## src/rtl/cpu_run_ctrl.sv

```systemverilog
// Host-side run controller: preloads core data memory, holds/releases core reset, times the run.
// Optional build macro RUN_ABORT_EN: host dropping req during HOLD/RUN aborts the run to IDLE.
module cpu_run_ctrl #(
    parameter int unsigned CW      = 16,
    parameter int unsigned MAX_CYC = 60000,
    parameter int unsigned RST_CYC = 2,
    parameter int unsigned AW      = 8
) (
    input  logic          clk,
    input  logic          reset,
    input  logic          req,
    input  logic          ld_valid,
    input  logic [AW-1:0] ld_addr,
    input  logic [7:0]    ld_dat,
    output logic          ld_ready,
    output logic          mem_wr_en,
    output logic [AW-1:0] mem_addr,
    output logic [7:0]    mem_dat,
    output logic          core_reset,
    input  logic          core_done,
    output logic          busy,
    output logic          done,
    output logic          timeout,
    output logic [CW-1:0] cycle_cnt
);

    localparam int unsigned   HW       = (RST_CYC > 1) ? $clog2(RST_CYC) : 1;
    localparam logic [HW-1:0] HoldLast = HW'(RST_CYC - 1);
    localparam logic [CW-1:0] CntLast  = CW'(MAX_CYC - 1);

    typedef enum logic [2:0] {StIdle, StHold, StRun, StDone, StFault} state_e;

    state_e        state_q, state_d;
    logic          req_q;
    logic [HW-1:0] hold_q, hold_d;
    logic [CW-1:0] cnt_d;
    logic          mem_wr_en_d;
    logic [AW-1:0] mem_addr_d;
    logic [7:0]    mem_dat_d;
    logic          start, accept, abort;

    assign start  = req & ~req_q;
    // ld_ready is only ever high while in IDLE, so it doubles as the accept qualifier
    assign accept = ld_valid & ld_ready;

`ifdef RUN_ABORT_EN
    assign abort = ~req;
`else
    assign abort = 1'b0;
`endif

    always_comb begin
        state_d     = state_q;
        hold_d      = hold_q;
        cnt_d       = cycle_cnt;
        mem_wr_en_d = accept;
        mem_addr_d  = accept ? ld_addr : mem_addr;
        mem_dat_d   = accept ? ld_dat : mem_dat;

        unique case (state_q)
            StIdle: begin
                if (start) begin
                    state_d = StHold;
                    hold_d  = '0;
                    cnt_d   = '0;
                end
            end
            StHold: begin
                if (abort) begin
                    state_d = StIdle;
                end else if (hold_q == HoldLast) begin
                    state_d = StRun;
                end else begin
                    hold_d = hold_q + 1'b1;
                end
            end
            StRun: begin
                // core_done has priority over the watchdog on the same cycle
                if (abort) begin
                    state_d = StIdle;
                end else if (core_done) begin
                    state_d = StDone;
                end else begin
                    cnt_d = cycle_cnt + 1'b1;
                    if (cycle_cnt == CntLast) begin
                        state_d = StFault;
                    end
                end
            end
            StDone, StFault: begin
                if (!req_q) begin
                    state_d = StIdle;
                end
            end
            default: state_d = StIdle;
        endcase
    end

    // Outputs are registered from the next state so they are pure Moore outputs of state_q.
    always_ff @(posedge clk) begin
        req_q <= req;
        if (reset) begin
            state_q    <= StIdle;
            hold_q     <= '0;
            cycle_cnt  <= '0;
            mem_wr_en  <= 1'b0;
            mem_addr   <= '0;
            mem_dat    <= '0;
            ld_ready   <= 1'b1;
            core_reset <= 1'b1;
            busy       <= 1'b0;
            done       <= 1'b0;
            timeout    <= 1'b0;
        end else begin
            state_q    <= state_d;
            hold_q     <= hold_d;
            cycle_cnt  <= cnt_d;
            mem_wr_en  <= mem_wr_en_d;
            mem_addr   <= mem_addr_d;
            mem_dat    <= mem_dat_d;
            ld_ready   <= (state_d == StIdle);
            core_reset <= (state_d != StRun);
            busy       <= (state_d == StHold) || (state_d == StRun);
            done       <= (state_d == StDone) || (state_d == StFault);
            timeout    <= (state_d == StFault);
        end
    end

endmodule

```

## config.mk

```make
export PLATFORM = sky130hd
export DESIGN_NAME = cpu_run_ctrl
export DESIGN_NICKNAME = d
export VERILOG_FILES = /design/src/rtl/cpu_run_ctrl.sv
export SDC_FILE = /design/constraint.sdc
export NUM_CORES = 1
export LEC_CHECK = 0
export BUFFER_PORTS_ARGS = -buffer_cell sky130_fd_sc_hd__buf_4
export CORE_ASPECT_RATIO = 0.6
export CORE_MARGIN = 10
export CORE_UTILIZATION = 29
export CTS_BUF_LIST = sky130_fd_sc_hd__clkbuf_16
export CTS_CLUSTER_SIZE = 16
export DETAILED_ROUTE_END_ITERATION = 7
export SETUP_SLACK_MARGIN = 0.1
export SYNTH_ARGS = -nofsm -noshare
export SYNTH_HDL_FRONTEND = slang
export SYNTH_SLANG_ARGS = --single-unit
```

## constraint.sdc

```tcl
create_clock -name clk -period 1.9 [get_ports clk]
set_input_delay 0.285 -clock clk [delete_from_list [all_inputs] [get_ports clk]]
set_output_delay 0.285 -clock clk [all_outputs]
set_load 0.02 [all_outputs]
```

# Word level (Yosys, flattened, before mapping)
# Cells that the tools add are included.
dict set report totals {
  reg_bits 43
  wordCells 50
  output_inout_bits 38
}
dict set report classes {
  bitwise_logic 3
  n_reduce_logical 9
  muxes 12
  n_eq_ne 12
  n_addsub 2
}
# operator count
set op_table {}
lappend op_table {{$mux 16} 2}
lappend op_table {{$pmux 16 s2} 1}
lappend op_table {{$add 16x1->16 const B} 1}
lappend op_table {{$eq 16x16->1 const B} 1}
lappend op_table {{$mux 3} 5}
lappend op_table {{$eq 3x2->1 const B} 4}
lappend op_table {{$pmux 3 s4} 1}
lappend op_table {{$eq 3x1->1 const B} 2}
lappend op_table {{$eq 3x3->1 const B} 2}
lappend op_table {{$logic_not 3->1} 2}
lappend op_table {{$ne 2x2->1 const B} 2}
lappend op_table {{$reduce_bool 2->1} 2}
lappend op_table {{$ne 3x2->1 const B} 1}
lappend op_table {{$reduce_and 3->1} 1}
lappend op_table {{$and 1x1->1} 2}
lappend op_table {{$logic_or 1x1->1} 2}
lappend op_table {{$mux 1} 2}
lappend op_table {{$pmux 1 s2} 1}
lappend op_table {{$reduce_and 2->1} 1}
lappend op_table {{$reduce_or 2->1} 1}
lappend op_table {{$add 1x1->1 const B} 1}
lappend op_table {{$not 1->1} 1}

# Depth between registers and ports, before layout
dict set report logic_depth {
  ltp_word 6
  mapped_depth 7
  ltp_nobuf 6
}

# Worst setup path before layout
# OpenSTA, ideal clock, no wires.
dict set report synth_path {
  path_type {register -> register}
  start {register cycle_cnt[9]}
  end {register ld_ready}
  stages_incl_launch_ff 6
  path_slack_ps 97
  setup_time_ps 114
  arrival_time_ps 1689
  n_path_buf 0
  cell_sequence {dfxtp_1 or4b_2 nor4_2 a22o_1 nand2_1 a21o_1}
}
dict set report synth_via {
  elab_chain_cells 5
}
# item line
set synth_lines {}
lappend synth_lines {{start: declaration} 24} ;# output logic [CW-1:0] cycle_cnt
lappend synth_lines {{start signal: assignment} 117} ;# cycle_cnt <= cnt_d;
lappend synth_lines {{$eq 16x16->1} 85} ;# if (cycle_cnt == CntLast) begin
lappend synth_lines {{$mux 3} 85}
lappend synth_lines {{$mux 3} 81} ;# end else if (core_done) begin
lappend synth_lines {{$pmux 3 s4} 60} ;# unique case (state_q)
lappend synth_lines {{$logic_not 3->1} 121} ;# ld_ready <= (state_d == StIdle);
lappend synth_lines {{end signal: assignment} 121}
lappend synth_lines {{end: declaration} 15} ;# output logic ld_ready,
# Every way passes these cells.
# A chain may end at the register's enable or synchronous reset.

# Worst setup path in the final report
dict set report layout_path {
  start {register cycle_cnt[8]}
  end {register ld_ready}
}
# Same word-level chain as after synthesis.

==> flow_metrics.py <==
metrics = {
    "clock_network": {
        "cts_root_buf": "sky130_fd_sc_hd__clkbuf_16",
        "cts_buffer_count": 5,
        "worst_skew_pair.late_latency_ns": 0.28,
        "clock_sinks": 43,
        "h-tree-depth": 2,
        "clock_tree_from_tritoncts": "yes",
        "clkSlewWorstSetupHoldPaths_ns": 0.06,
        "cts_max_path_buffers": 2,
        "cts-hold-fix-buffers": 0,
    },
    "outcome": {
        "status": "finished clean",
    },
    "die": {
        "coreArea_mm2": 0.00570,
        "floorplan.die_area_mm2": 0.00962,
        "rows": 21,
        "io_pins": 59,
        "floorplan.initialDensity_pct": 30.6,
        "die_w_um": 120,
        "chipHeight_um": 80.1,
    },
    "place": {
        "portBuffers": 58,
        "gpl.final_weighted_congestion": 0.790,
        "hpwl_mm": 3.73,
        "worst_setup_slack_before_clock_tree_synthesis_ns": 0.0869,
        "number_of_cells_after_detailed_placement": 344,
        "post_dp_cell_area_mm2": 0.00232,
    },
    "yosys": {
        "synthSimpleGateAreaFrac_pct": 29.0,
        "synth_sequential_area_ratio_pct": 49.3,
        "netlist.area_leader.share_pct": 49.3,
        "syn_area_per_cell_um2": 8.47,
        "synth_compound_gate_area_share_pct": 11.4,
        "combined_area_of_all_synthesized_cells_mm2": 0.00175,
        "synth-warning-count": 0,
        "netlist_instances": 206,
        "synthAdderAreaFrac_pct": 0.717,
        "number_of_register_bits_inferred_by_synthesis": 43,
        "synth_enable_flop_cells": 0,
        "yosysUniqueCellTypes": 38,
        "synthMuxAreaShare_pct": 1.29,
        "synth_top_family_by_area": "simple AND/OR/NAND/NOR gates",
        "synth_top_area_cell": "sky130_fd_sc_hd__dfxtp_1",
        "synthXorXnorAreaFrac_pct": 5.52,
        "ys_top_cells_by_count": "sky130_fd_sc_hd__dfxtp_1 (43), sky130_fd_sc_hd__nand2_1 (42), sky130_fd_sc_hd__nor2_1 (25), sky130_fd_sc_hd__a21oi_1 (21), sky130_fd_sc_hd__xor2_1 (9)",
        "synthMostInstantiatedCell": "sky130_fd_sc_hd__dfxtp_1",
        "synth_fp_nets": 228,
        "synth-async-reset-ratio_pct": 0,
        "synthFlopType": "sky130_fd_sc_hd__dfxtp_1",
        "post_synth_main_area_contributors": "sky130_fd_sc_hd__dfxtp_1 (49%), sky130_fd_sc_hd__nand2_1 (9.0%), sky130_fd_sc_hd__a21oi_1 (6.0%)",
    },
    "power": {
        "design_power_total_mw": 2.06,
        "power.density_mw_per_mm2": 828,
        "power.static_leakage_nw": 1.07,
        "maximum_vdd_drop_mv": 0.339,
    },
    "critical_path": {
        "timing.critical_path.from_type": "flop",
        "crit_type": "flop to flop",
        "cp_max_fo": 5,
        "worst-endpoint-required_ns": 2.07,
        "worstPathArrival_ns": 1.95,
        "type_of_element_capturing_the_critical_path": "flop",
    },
    "timing": {
        "clock.fmax_ghz": 0.562,
        "fin_ws_ns": 0.122,
        "timing.final.setup_violations": 0,
        "fin_skew_ns": 0.00402,
        "holdWs_ns": 0.117,
        "finalCritPeriodShare_pct": 93.6,
        "fin_tns_setup_ns": 0,
        "final_hold_viol_count": 0,
        "final-max-slew-violation-count": 0,
        "min_period_ns": 1.78,
        "setup_repair_after_global_routing_missed_its_margin": "true",
        "worst_rel_slew_slack_pct": 62.7,
        "tightest_slew_ns": 0.557,
    },
    "finish": {
        "post-route-cell-area_mm2": 0.00249,
        "filler_cell_count": 577,
        "final_core_utilization_pct": 43.6,
        "n_antenna_cell": 0,
        "post_layout_nonfiller_instances": 352,
        "post_route_cells_drive_above_1_share_pct": 32.7,
        "syn2layout_area_growth_pct": 42.6,
        "nNetsFinal": 293,
    },
    "drt": {
        "drt_first_iter_violations": 59,
        "detail_route.wirelength_mm": 4.84,
        "route.detailed.wl_per_inst_um": 13.8,
        "drt_first_pass_iters": 4,
        "route.detailed.vias_per_inst": 4.46,
        "route.antenna.remaining_nets": 0,
        "num_vias": 1570,
        "drc": 0,
    },
    "global_routing": {
        "initial_antenna_violation_count": 0,
        "global_route.overflow_total": 0,
        "largest_net_degree_at_the_start_of_global_routing": 31,
        "first_global_vias": 1566,
        "grt_first_pass_wirelength_mm": 7.73,
        "grt_util_all_layers_pct": 9.81,
    },
    "run": {
        "timing.max_cap.violations": 0,
    },
    "worst_hold_path": {
        "timing.hold.worst.class": "primary input to flop",
    },
}
-- cell usage in the layout, fill, tap and decap left out, types with 2 or more instances in the layout --
master and instances:
sky130_fd_sc_hd__nor2b_1 3, sky130_fd_sc_hd__nand2_1 41, sky130_fd_sc_hd__a21oi_1 21, sky130_fd_sc_hd__buf_4 68
sky130_fd_sc_hd__clkinv_1 2, sky130_fd_sc_hd__nand4_1 6, sky130_fd_sc_hd__xnor2_1 2, sky130_fd_sc_hd__inv_1 2
sky130_fd_sc_hd__nand3_1 7, sky130_fd_sc_hd__dfxtp_2 5, sky130_fd_sc_hd__and2_1 2, sky130_fd_sc_hd__clkbuf_16 5
sky130_fd_sc_hd__mux2_2 2, sky130_fd_sc_hd__dfxtp_1 38, sky130_fd_sc_hd__xor2_1 9, sky130_fd_sc_hd__nand2b_1 3
sky130_fd_sc_hd__nor2_1 25, sky130_fd_sc_hd__a2bb2oi_1 2, sky130_fd_sc_hd__and3_1 3, sky130_fd_sc_hd__nor3_1 3
sky130_fd_sc_hd__o21ai_0 2, sky130_fd_sc_hd__nor4_4 2
-- critical path, cell delays in order, from the launching register on --
cell	delay [ns]
sky130_fd_sc_hd__dfxtp_2	0.34
sky130_fd_sc_hd__or4b_4	0.56
sky130_fd_sc_hd__nor4_4	0.30
sky130_fd_sc_hd__a22o_1	0.22
sky130_fd_sc_hd__nand2_2	0.08
sky130_fd_sc_hd__a21o_1	0.16
-- metal layers --
| layer | global-route usage (%) | share of wire (%) |
|---|---|---|
| met1 | 12.9 | 49 |
| met2 | 15.0 | 46 |
| met3 | 3.00 | 4.2 |
| met4 | 3.24 | 1.1 |
| met5 | 0 | 0 |
-- kinds of logic (layout without fill, tap and decap cells) --
group | Yosys count | in the layout
AND/OR/NAND/NOR | 104 | 104
flip-flops | 43 | 43
AO/OA/AOI/OAI | 33 | 33
buffers and inverters | 12 | 78
XOR/XNOR | 11 | 11
multiplexers | 2 | 2
adder cells (fa/ha/maj) | 1 | 1
-- area by class of cell --
type / instances / area [um2] / share of cell area, %
clock inverters: 3 / 15.0 / 0.603
inverters: 2 / 7.51 / 0.302
multi-input cells: 151 / 863 / 34.7
repair buffers: 68 / 510 / 20.5
well taps: 80 / 100 / 4.02
flip-flops and latches: 43 / 867 / 34.8
clock buffers: 5 / 125 / 5.03
-- final timing paths --
path                                   from                       to  slack [ns]  cells past startpoint
setup / recovery  cycle_cnt[8]$_SDFFE_PP0P_      ld_ready$_SDFF_PP1_        0.12                      5
hold / removal                          req            req_q$_DFF_P_        0.12                      1
setup reg to reg  cycle_cnt[8]$_SDFFE_PP0P_      ld_ready$_SDFF_PP1_        0.12                      5
hold reg to reg     mem_dat[4]$_SDFFE_PP0P_  mem_dat[4]$_SDFFE_PP0P_        0.45                      2
-- state kept, by name, summed over array words and instances (netlist names), 3 cells and up --
register	flops
cycle_cnt	16
mem_addr	8
mem_dat	8
state_q	3
-- power by group --
group / internal, mW / total (mW) / switching, mW / leakage (nW)
clock: 0.477 / 0.814 / 0.336 / 0.0649
combinational: 0.120 / 0.278 / 0.158 / 0.652
sequential: 0.945 / 0.969 / 0.0235 / 0.353
-- what timing repair did --
item                       4_1_cts  5_1_grt
setup endpoints to repair        1        3
setup buffers                    0        0
pin swaps                        0        2
resized for setup                1        8
No activity file was read; power rests on OpenSTA's default activity.
